`src/rtl/instr_encoder.sv`:
```
// instr_encoder: packs field-level RV32 instruction descriptions into R/I/S/B/J words behind one output register stage.
// Optional macro ENCODER_CHECK_EN enables immediate range checks, NOP substitution and the sticky error flags.
module instr_encoder #(
    parameter int          WIDTH     = 32,
    parameter int          ADDR_W    = 8,
    parameter int unsigned BASE_ADDR = 0
) (
    input  logic              clk,
    input  logic              rst_n,
    input  logic              in_valid,
    output logic              in_ready,
    input  logic [2:0]        in_kind,
    input  logic [2:0]        in_funct3,
    input  logic [6:0]        in_funct7,
    input  logic [4:0]        in_rd,
    input  logic [4:0]        in_rs1,
    input  logic [4:0]        in_rs2,
    input  logic [20:0]       in_imm,
    output logic              out_valid,
    input  logic              out_ready,
    output logic [WIDTH-1:0]  out_instr,
    output logic [ADDR_W-1:0] out_addr,
    input  logic              addr_clr,
    input  logic              err_clr,
    output logic              err_imm,
    output logic              err_kind
);
    localparam logic [WIDTH-1:0]  NOP      = WIDTH'(32'h0000_0013);
    localparam logic [ADDR_W-1:0] ADDR_RST = ADDR_W'(BASE_ADDR);

    localparam logic [2:0] KIND_R      = 3'd0;
    localparam logic [2:0] KIND_I      = 3'd1;
    localparam logic [2:0] KIND_LOAD   = 3'd2;
    localparam logic [2:0] KIND_STORE  = 3'd3;
    localparam logic [2:0] KIND_BRANCH = 3'd4;
    localparam logic [2:0] KIND_JAL    = 3'd5;
    localparam logic [2:0] KIND_JALR   = 3'd6;

    localparam logic [6:0] OP_R      = 7'b0110011;
    localparam logic [6:0] OP_I      = 7'b0010011;
    localparam logic [6:0] OP_LOAD   = 7'b0000011;
    localparam logic [6:0] OP_STORE  = 7'b0100011;
    localparam logic [6:0] OP_BRANCH = 7'b1100011;
    localparam logic [6:0] OP_JAL    = 7'b1101111;
    localparam logic [6:0] OP_JALR   = 7'b1100111;

    logic              out_valid_q, out_valid_d;
    logic [WIDTH-1:0]  out_instr_q, out_instr_d;
    logic [ADDR_W-1:0] out_addr_q, out_addr_d;
    logic              err_imm_q, err_imm_d;
    logic              err_kind_q, err_kind_d;

    logic             is_shift;
    logic [WIDTH-1:0] enc_word;
    logic             imm_bad;
    logic             kind_bad;
    logic             in_fire;
    logic             out_fire;

    assign is_shift = (in_funct3 == 3'b001) || (in_funct3 == 3'b101);

    // Field packing; kind 7 falls through to the NOP default in every build.
    always_comb begin
        enc_word = NOP;
        case (in_kind)
            KIND_R:      enc_word = {in_funct7, in_rs2, in_rs1, in_funct3, in_rd, OP_R};
            KIND_I:      enc_word = is_shift ? {in_funct7, in_imm[4:0], in_rs1, in_funct3, in_rd, OP_I}
                                             : {in_imm[11:0], in_rs1, in_funct3, in_rd, OP_I};
            KIND_LOAD:   enc_word = {in_imm[11:0], in_rs1, in_funct3, in_rd, OP_LOAD};
            KIND_STORE:  enc_word = {in_imm[11:5], in_rs2, in_rs1, in_funct3, in_imm[4:0], OP_STORE};
            KIND_BRANCH: enc_word = {in_imm[12], in_imm[10:5], in_rs2, in_rs1, in_funct3,
                                     in_imm[4:1], in_imm[11], OP_BRANCH};
            KIND_JAL:    enc_word = {in_imm[20], in_imm[10:1], in_imm[11], in_imm[19:12], in_rd, OP_JAL};
            KIND_JALR:   enc_word = {in_imm[11:0], in_rs1, 3'b000, in_rd, OP_JALR};
            default:     enc_word = NOP;
        endcase
    end

`ifdef ENCODER_CHECK_EN
    logic signed [20:0] imm_s;
    logic               fits12;

    assign imm_s  = $signed(in_imm);
    assign fits12 = (imm_s >= -21'sd2048) && (imm_s <= 21'sd2047);

    always_comb begin
        imm_bad = 1'b0;
        case (in_kind)
            KIND_I:                          imm_bad = is_shift ? ((imm_s < 21'sd0) || (imm_s > 21'sd31)) : !fits12;
            KIND_LOAD, KIND_STORE, KIND_JALR: imm_bad = !fits12;
            KIND_BRANCH:                     imm_bad = (imm_s < -21'sd4096) || (imm_s > 21'sd4094) || in_imm[0];
            KIND_JAL:                        imm_bad = in_imm[0];
            default:                         imm_bad = 1'b0;
        endcase
    end

    assign kind_bad = (in_kind == 3'd7);
`else
    assign imm_bad  = 1'b0;
    assign kind_bad = 1'b0;
`endif

    assign in_ready = !out_valid_q || out_ready;
    assign in_fire  = in_valid && in_ready;
    assign out_fire = out_valid_q && out_ready;

    always_comb begin
        out_valid_d = out_valid_q;
        out_instr_d = out_instr_q;
        if (in_fire) begin
            out_valid_d = 1'b1;
            out_instr_d = imm_bad ? NOP : enc_word;
        end else if (out_fire) begin
            out_valid_d = 1'b0;
        end
        // Clearing the counter takes priority over the consume increment.
        if (addr_clr)      out_addr_d = ADDR_RST;
        else if (out_fire) out_addr_d = out_addr_q + ADDR_W'(1);
        else               out_addr_d = out_addr_q;
        err_imm_d  = (err_imm_q && !err_clr) || (in_fire && imm_bad);
        err_kind_d = (err_kind_q && !err_clr) || (in_fire && kind_bad);
    end

    always_ff @(posedge clk or negedge rst_n) begin
        if (!rst_n) begin
            out_valid_q <= 1'b0;
            out_instr_q <= '0;
            out_addr_q  <= ADDR_RST;
            err_imm_q   <= 1'b0;
            err_kind_q  <= 1'b0;
        end else begin
            out_valid_q <= out_valid_d;
            out_instr_q <= out_instr_d;
            out_addr_q  <= out_addr_d;
            err_imm_q   <= err_imm_d;
            err_kind_q  <= err_kind_d;
        end
    end

    assign out_valid = out_valid_q;
    assign out_instr = out_instr_q;
    assign out_addr  = out_addr_q;
    assign err_imm   = err_imm_q;
    assign err_kind  = err_kind_q;

endmodule

```
`config.mk`:
```
export PLATFORM = sky130hd
export DESIGN_NAME = instr_encoder
export DESIGN_NICKNAME = d
export VERILOG_FILES = /design/src/rtl/instr_encoder.sv
export SDC_FILE = /design/constraint.sdc
export NUM_CORES = 1
export LEC_CHECK = 0
export CAP_MARGIN = 20
export CORE_ASPECT_RATIO = 0.5
export CORE_MARGIN = 2
export CORE_UTILIZATION = 35
export CTS_BUF_LIST = sky130_fd_sc_hd__clkbuf_8
export CTS_CLUSTER_DIAMETER = 50
export CTS_CLUSTER_SIZE = 24
export DETAILED_ROUTE_END_ITERATION = 8
export PLACE_DENSITY_LB_ADDON = 0.05
export SYNTH_ARGS = -nofsm -noshare
export SYNTH_HDL_FRONTEND = slang
export SYNTH_SLANG_ARGS = --single-unit
```
`constraint.sdc`:
```
create_clock -name clk -period 1.1 [get_ports clk]
set_input_delay 0.11 -clock clk [delete_from_list [all_inputs] [get_ports clk]]
set_output_delay 0.11 -clock clk [all_outputs]
set_load 0.05 [all_outputs]
```
==> impl_metrics.yaml, run 1 <==
timing:
  timing.final.crit_share_pct: 110.3
  skew_ns: 0.005048
  worstMarginPinSlew_ns: 0.3270
  max_freq_mhz: 824.5
  rsz0062_at_grt: "true"
  fin_crit_ns: 1.213
  setup_viol: 32
  hold_viol_final: 0
  maxSlewViolCount: 0
  finalWorstSetupSlack_ns: -0.1129
  slew_headroom_pct: 77.90
clock_network:
  cts_made_buffers: 5
  cts_root_buf: "clkbuf_8"
  tritoncts: "yes"
  htreeDepth: 2
  cts.sinks: 42
  insertion_delay_ns: 0.28
  clk_pin_slew_ns: 0.08
  cts.path.max_buffers: 2
global_routing:
  grt_overflow: 0
  grt_pass1_vias: 2485
  grt_pass1_wl_um: 12250
  grt_util_all_layers_pct: 20.46
  antenna_found_initial: 0
  grt_max_degree: 43
die:
  die_w_um: 120.6
  start_util_pct: 35.92
  die_h_um: 62.29
  fp-row-count: 21
  dieArea_sq_um: 7511
  core_sq_um: 6621
  ios: 99
logic_synthesis:
  synth.ff_latch_count: 42
  synth_nets: 295
  synth_area_sq_um: 2379
  synth_enable_flop_cells: 0
  ys_top_cells_by_area: "dfrtp_1 44%, nand2_1 4.4%, mux2i_1 3.8%"
  synth_common_cells: "42 x dfrtp_1, 28 x nand2_1, 15 x a21oi_1"
  synth.most_common_cell: "dfrtp_1"
  ys_seq_area_share_pct: 44.19
  synth_area_per_cell_sq_um: 9.952
  ys.flop_type: "dfrtp_1"
  yosysTopAreaCell: "dfrtp_1"
  synthArstFlopShare_pct: 100.0
  yosysTopAreaCellShare_pct: 44.19
  synth_cells: 239
  ys_types: 51
  yosys_warnings: 0
routing:
  ant_nets: 0
  wirelength_um: 7145
  vias: 2308
  drc: 0
  vias_per_cell: 4.890
  first_iter_violations: 121
  first_pass_iters: 4
  wl_per_cell_um: 15.14
pwr:
  ir_drop_v: 0.0006316
  power.total_mw: 5.348
  power_leakage_nw: 1.943
  powerDensity_nw_per_um2: 1182
placed_design:
  io_buffers: 98
  place_hpwl_um: 5208
  place_ws_ns: -0.5463
  gp_congestion: 0.8392
setup_path:
  path_max_fanout: 7
  cp_data_required_time_ns: 1.30
  arrival_ns: 1.42
  critPathKind: "reg2reg"
  startpoint: "out_valid"
  crit_path_end_kind: "flip-flop"
  start_kind: "flip-flop"
  regToRegStartpoint: "out_valid"
finish:
  drive_gt1_share_pct: 38.16
  num_antenna_cells: 0
  num-nets-final: 435
  syn2layout_area_growth_pct: 90.22
worst_hold_path:
  hold_path.class: "in2async"
outcome:
  violations: "setup timing"
  status: "complete, but fails checks"
run:
  drv_cap: 0
[through the flow]
step / util [%] / std cells / cell area, sq um / hold WS, ns / setup TNS, ns
floorplan: - / 239 / 2419 / -0.1856 / -9.436
global placement: 62.28 / 449 / 4124 / 0.09703 / -15.82
detailed placement: 62.28 / 449 / 4124 / 0.1030 / -16.32
CTS: 67.44 / 468 / 4466 / 0.3143 / -1.094
global route: 68.33 / 472 / 4524 / 0.3563 / -3.504
finish: 68.33 / 472 / 4524 / 0.3295 / -1.309
[cell families after synthesis]
family                   Yosys count  share of synthesized area (%)
XOR/XNOR                           8                          3.735
AND/OR/NAND/NOR                   81                          18.83
buffers and inverters             22                          6.522
flip-flops                        42                          44.19
multiplexers                      10                          4.261
AO/OA/AOI/OAI                     75                          21.94
adder cells (fa/ha/maj)            1                         0.5260
[worst max-delay path, cell delays in order (launching register included)]
cell and delay [ns]:
dfrtp_2 0.43, nand2b_4 0.14, nand2_4 0.10, or3_1 0.37, o211ai_1 0.09
[placed cells by master, fill, tap and decap left out, types with 5 or more instances in the layout]
master	count
o21ai_2	11
clkbuf_8	6
dfrtp_1	35
mux2i_1	7
clkdlybuf4s50_1	48
xor2_1	6
buf_6	15
dfrtp_2	7
a21oi_1	15
a31oi_1	5
o22a_1	5
nor3b_1	6
buf_12	48
nand2_1	26
buf_4	30
o21ai_0	9
a22oi_1	5
nor2_1	8
nor2b_1	13
[timing repair]
| item | 4_1_cts | 5_1_grt |
|---|---|---|
| buffers inserted | 6 | 4 |
| resized for setup | 44 | 7 |
| hold buffers | 1 | 0 |
| cloned | 4 | 0 |
| pin swaps | 23 | 8 |
| endpoints found under the setup margin | 46 | 47 |
| endpoints found under the hold margin | 42 | 0 |
[worst paths after layout]
kind | slack, ns | cells after the start | end
max | -0.11 | 4 | out_instr[10]
min | 0.33 | 3 | out_instr[11]
max reg2reg | -0.11 | 4 | out_instr[10]
min reg2reg | 0.54 | 2 | out_instr[23]
max in group asynchronous | 0.54 | 3 | out_addr[1]
min in group clk | 0.39 | 4 | out_instr[13]
[registers in the layout (all words and copies together), names as in the netlist]
signal	count
err_imm	1
err_kind	1
out_instr	31
out_addr	8
out_valid	1
[layer usage]
| layer | vias up | track usage, % | share of wire [%] |
|---|---|---|---|
| li1 | 1131 | - | - |
| met1 | 1111 | 27.20 | 46 |
| met2 | 60 | 34.89 | 49 |
| met3 | 6 | 4.320 | 4.3 |
| met4 | 0 | 3.779 | 0.74 |
| met5 | - | 0 | 0 |
[power breakdown]
part	internal [mW]	total (mW)	switching (mW)
clock	0.498	1.02	0.518
sequential	1.72	1.91	0.195
combinational	1.25	2.42	1.17
total	3.47	5.35	1.88
[final cells by class]
class	instances	area, sq um
flip-flops and latches	42	1060
fillers	503	2097
inverters	3	11.26
clock buffers	6	82.58
well taps	92	115.1
clock inverters	2	8.758
multi-input cells	178	1319
repair buffers	149	1928
(Power assumes the default switching activity.)
==> run 2: changes to the inputs <==
--- a/config.mk
+++ b/config.mk
@@ -8,7 +8,7 @@
 export CAP_MARGIN = 20
 export CORE_ASPECT_RATIO = 0.5
 export CORE_MARGIN = 2
-export CORE_UTILIZATION = 35
+export CORE_UTILIZATION = 40
 export CTS_BUF_LIST = sky130_fd_sc_hd__clkbuf_8
 export CTS_CLUSTER_DIAMETER = 50
 export CTS_CLUSTER_SIZE = 24
==> constraint.sdc (replaced) <==
create_clock -name clk -period 1.1 [get_ports clk]
set_input_delay 0.22 -clock clk [delete_from_list [all_inputs] [get_ports clk]]
set_output_delay 0.22 -clock clk [all_outputs]
set_load 0.05 [all_outputs]
==> run 2 against run 1 <==
  * The flow finishes with violations (DRC, setup timing)
  * Via count is 6.4% higher
  * Count of clock-buffer cells in the layout is 1 lower
  * Non-clock buffer count is 16 higher
  * Critical path type is now reg2out
  * Critical endpoint is now in_ready
  * Largest power group unchanged
  * Highest routed layer unchanged
==> impl_metrics.yaml, run 2 (synthesis gave the netlist of run 1 again) <==
outcome:
  status: "complete, but fails checks"
  violations: "DRC, setup timing"
pwr:
  power.total_mw: 5.953
  ir_drop_v: 0.0009088
  pwr-share-seq_pct: 32.2
  clock_power_share_pct: 25.3
  p_sw_mw: 1.998
  switching_share_pct: 33.56
  power_leakage_nw: 2.034
  pwr-share-comb_pct: 42.5
  p_int_mw: 3.955
  powerDensity_nw_per_um2: 1277
routing:
  vias_per_cell: 5.259
  ant_nets: 0
  first_iter_violations: 119
  wl_per_cell_um: 17.04
  drc: 6
  wl_met3_um: 366
  wirelength_um: 7956
  vias: 2456
  top_layer_used: "met4"
  routed-wl-met2_um: 4326
  met1Wirelength_um: 3191
  first_pass_iters: 7
finish:
  drive_gt1_share_pct: 41.88
  largest_reg_flops: 31
  multi_input_area_sq_um: 1308
  seq_area_sq_um: 1061
  num-nets-final: 449
  fin_area_sq_um: 4662
  syn2layout_area_growth_pct: 96.00
  mostFrequentLayoutCells: "47 x clkdlybuf4s50_1, 47 x buf_12, 46 x buf_4"
  num_antenna_cells: 0
  final.fill_count: 323
die:
  core_sq_um: 5610
  die_h_um: 58.53
  die_w_um: 113.1
  fp-row-count: 19
  dieArea_sq_um: 6617
  start_util_pct: 42.40
  ios: 99
clock_network:
  cts.path.max_buffers: 2
  tritoncts: "yes"
  cts_made_buffers: 5
  insertion_delay_ns: 0.30
  clk_pin_slew_ns: 0.09
  cts_root_buf: "clkbuf_8"
  cts.sinks: 42
  htreeDepth: 2
timing:
  max_freq_mhz: 783.9
  hold_viol_final: 0
  rsz0062_at_grt: "true"
  tns_ns: -3.098
  fin_crit_ns: 1.276
  finalWorstSetupSlack_ns: -0.1758
  slew_headroom_pct: 74.70
  setup_viol: 56
  worstMarginPinSlew_ns: 0.3783
  maxSlewViolCount: 0
  skew_ns: 0.006414
  timing.final.crit_share_pct: 116.0
setup_path:
  arrival_ns: 1.06
  path_max_fanout: 4
  cp_data_required_time_ns: 0.88
  start_kind: "flip-flop"
  critPathKind: "reg2out"
  rr_worst_depth: 4
  crit_path_end_kind: "primary output"
placed_design:
  gp_congestion: 0.9032
  io_buffers: 98
  dpl_cell_area_sq_um: 4044
  place_ws_ns: -0.6034
  place_hpwl_um: 5150
global_routing:
  grt_overflow: 0
  grt_pass1_wl_um: 11650
  grt_util_all_layers_pct: 22.32
  antenna_found_initial: 0
  grt_pass1_vias: 2482
  grt_max_degree: 21
run:
  drv_cap: 0
worst_hold_path:
  hold_path.class: "in2async"
[run 2: worst max-delay path, stage by stage (launching register included)]
cell,delay (ns)
dfrtp_2,0.44
nand2b_4,0.09
buf_6,0.10
buf_12,0.12
[run 2: what timing repair did]
item | 4_1_cts | 5_1_grt
setup endpoints to repair | 76 | 82
buffers inserted | 20 | 11
hold buffers | 1 | 0
gates cloned | 1 | 2
pin swaps | 4 | 1
hold endpoints to repair | 12 | 0
gates resized for setup | 29 | 27
[run 2: through the flow]
| stage | instances | hold slack (ns) | utilization (%) |
|---|---|---|---|
| after detailed placement | 424 | 0.1471 | 72.08 |
| after global routing | 467 | 0.3880 | 83.10 |
| after CTS | 454 | 0.3759 | 79.10 |
| final | 467 | 0.3677 | 83.10 |
| after floorplan | 239 | -0.07559 | - |
| after global placement | 424 | 0.1396 | 72.08 |
[run 2: worst paths after layout]
kind                            slack (ns)            end          start
worst max-delay path                 -0.18       in_ready      out_valid
worst min-delay path                  0.37    out_addr[2]          rst_n
worst max register to register       -0.11    out_addr[5]      out_valid
worst min register to register        0.54  out_instr[25]  out_instr[25]
max in group asynchronous             0.25    out_addr[4]          rst_n
min in group clk                      0.49        err_imm        err_clr
[run 2: cell type report]
type	count	share of cell area, %
Inverter	3	0.2415
Sequential cell	42	22.76
Tap cell	73	1.959
Multi-Input combinational cell	176	28.05
Clock inverter	3	1.476
Timing Repair Buffer	165	44.04
Clock buffer	5	1.476
[run 2: power by group through the flow]
stage               Combinational [mW]  Clock, mW  Sequential [mW]
floorplan                        0.493          0             2.46
global placement                  2.22          0             1.94
detailed placement                2.26          0             1.95
CTS                               2.39       1.51             1.91
global route                      2.65       1.59             1.93
finish                            2.53       1.51             1.92
[run 2: metal layers]
metal | GRT usage (%) | vias to the layer above
li1 | - | 1160
met4 | 6.446 | 0
met1 | 26.46 | 1210
met3 | 3.502 | 4
met2 | 42.94 | 82
met5 | 0 | -
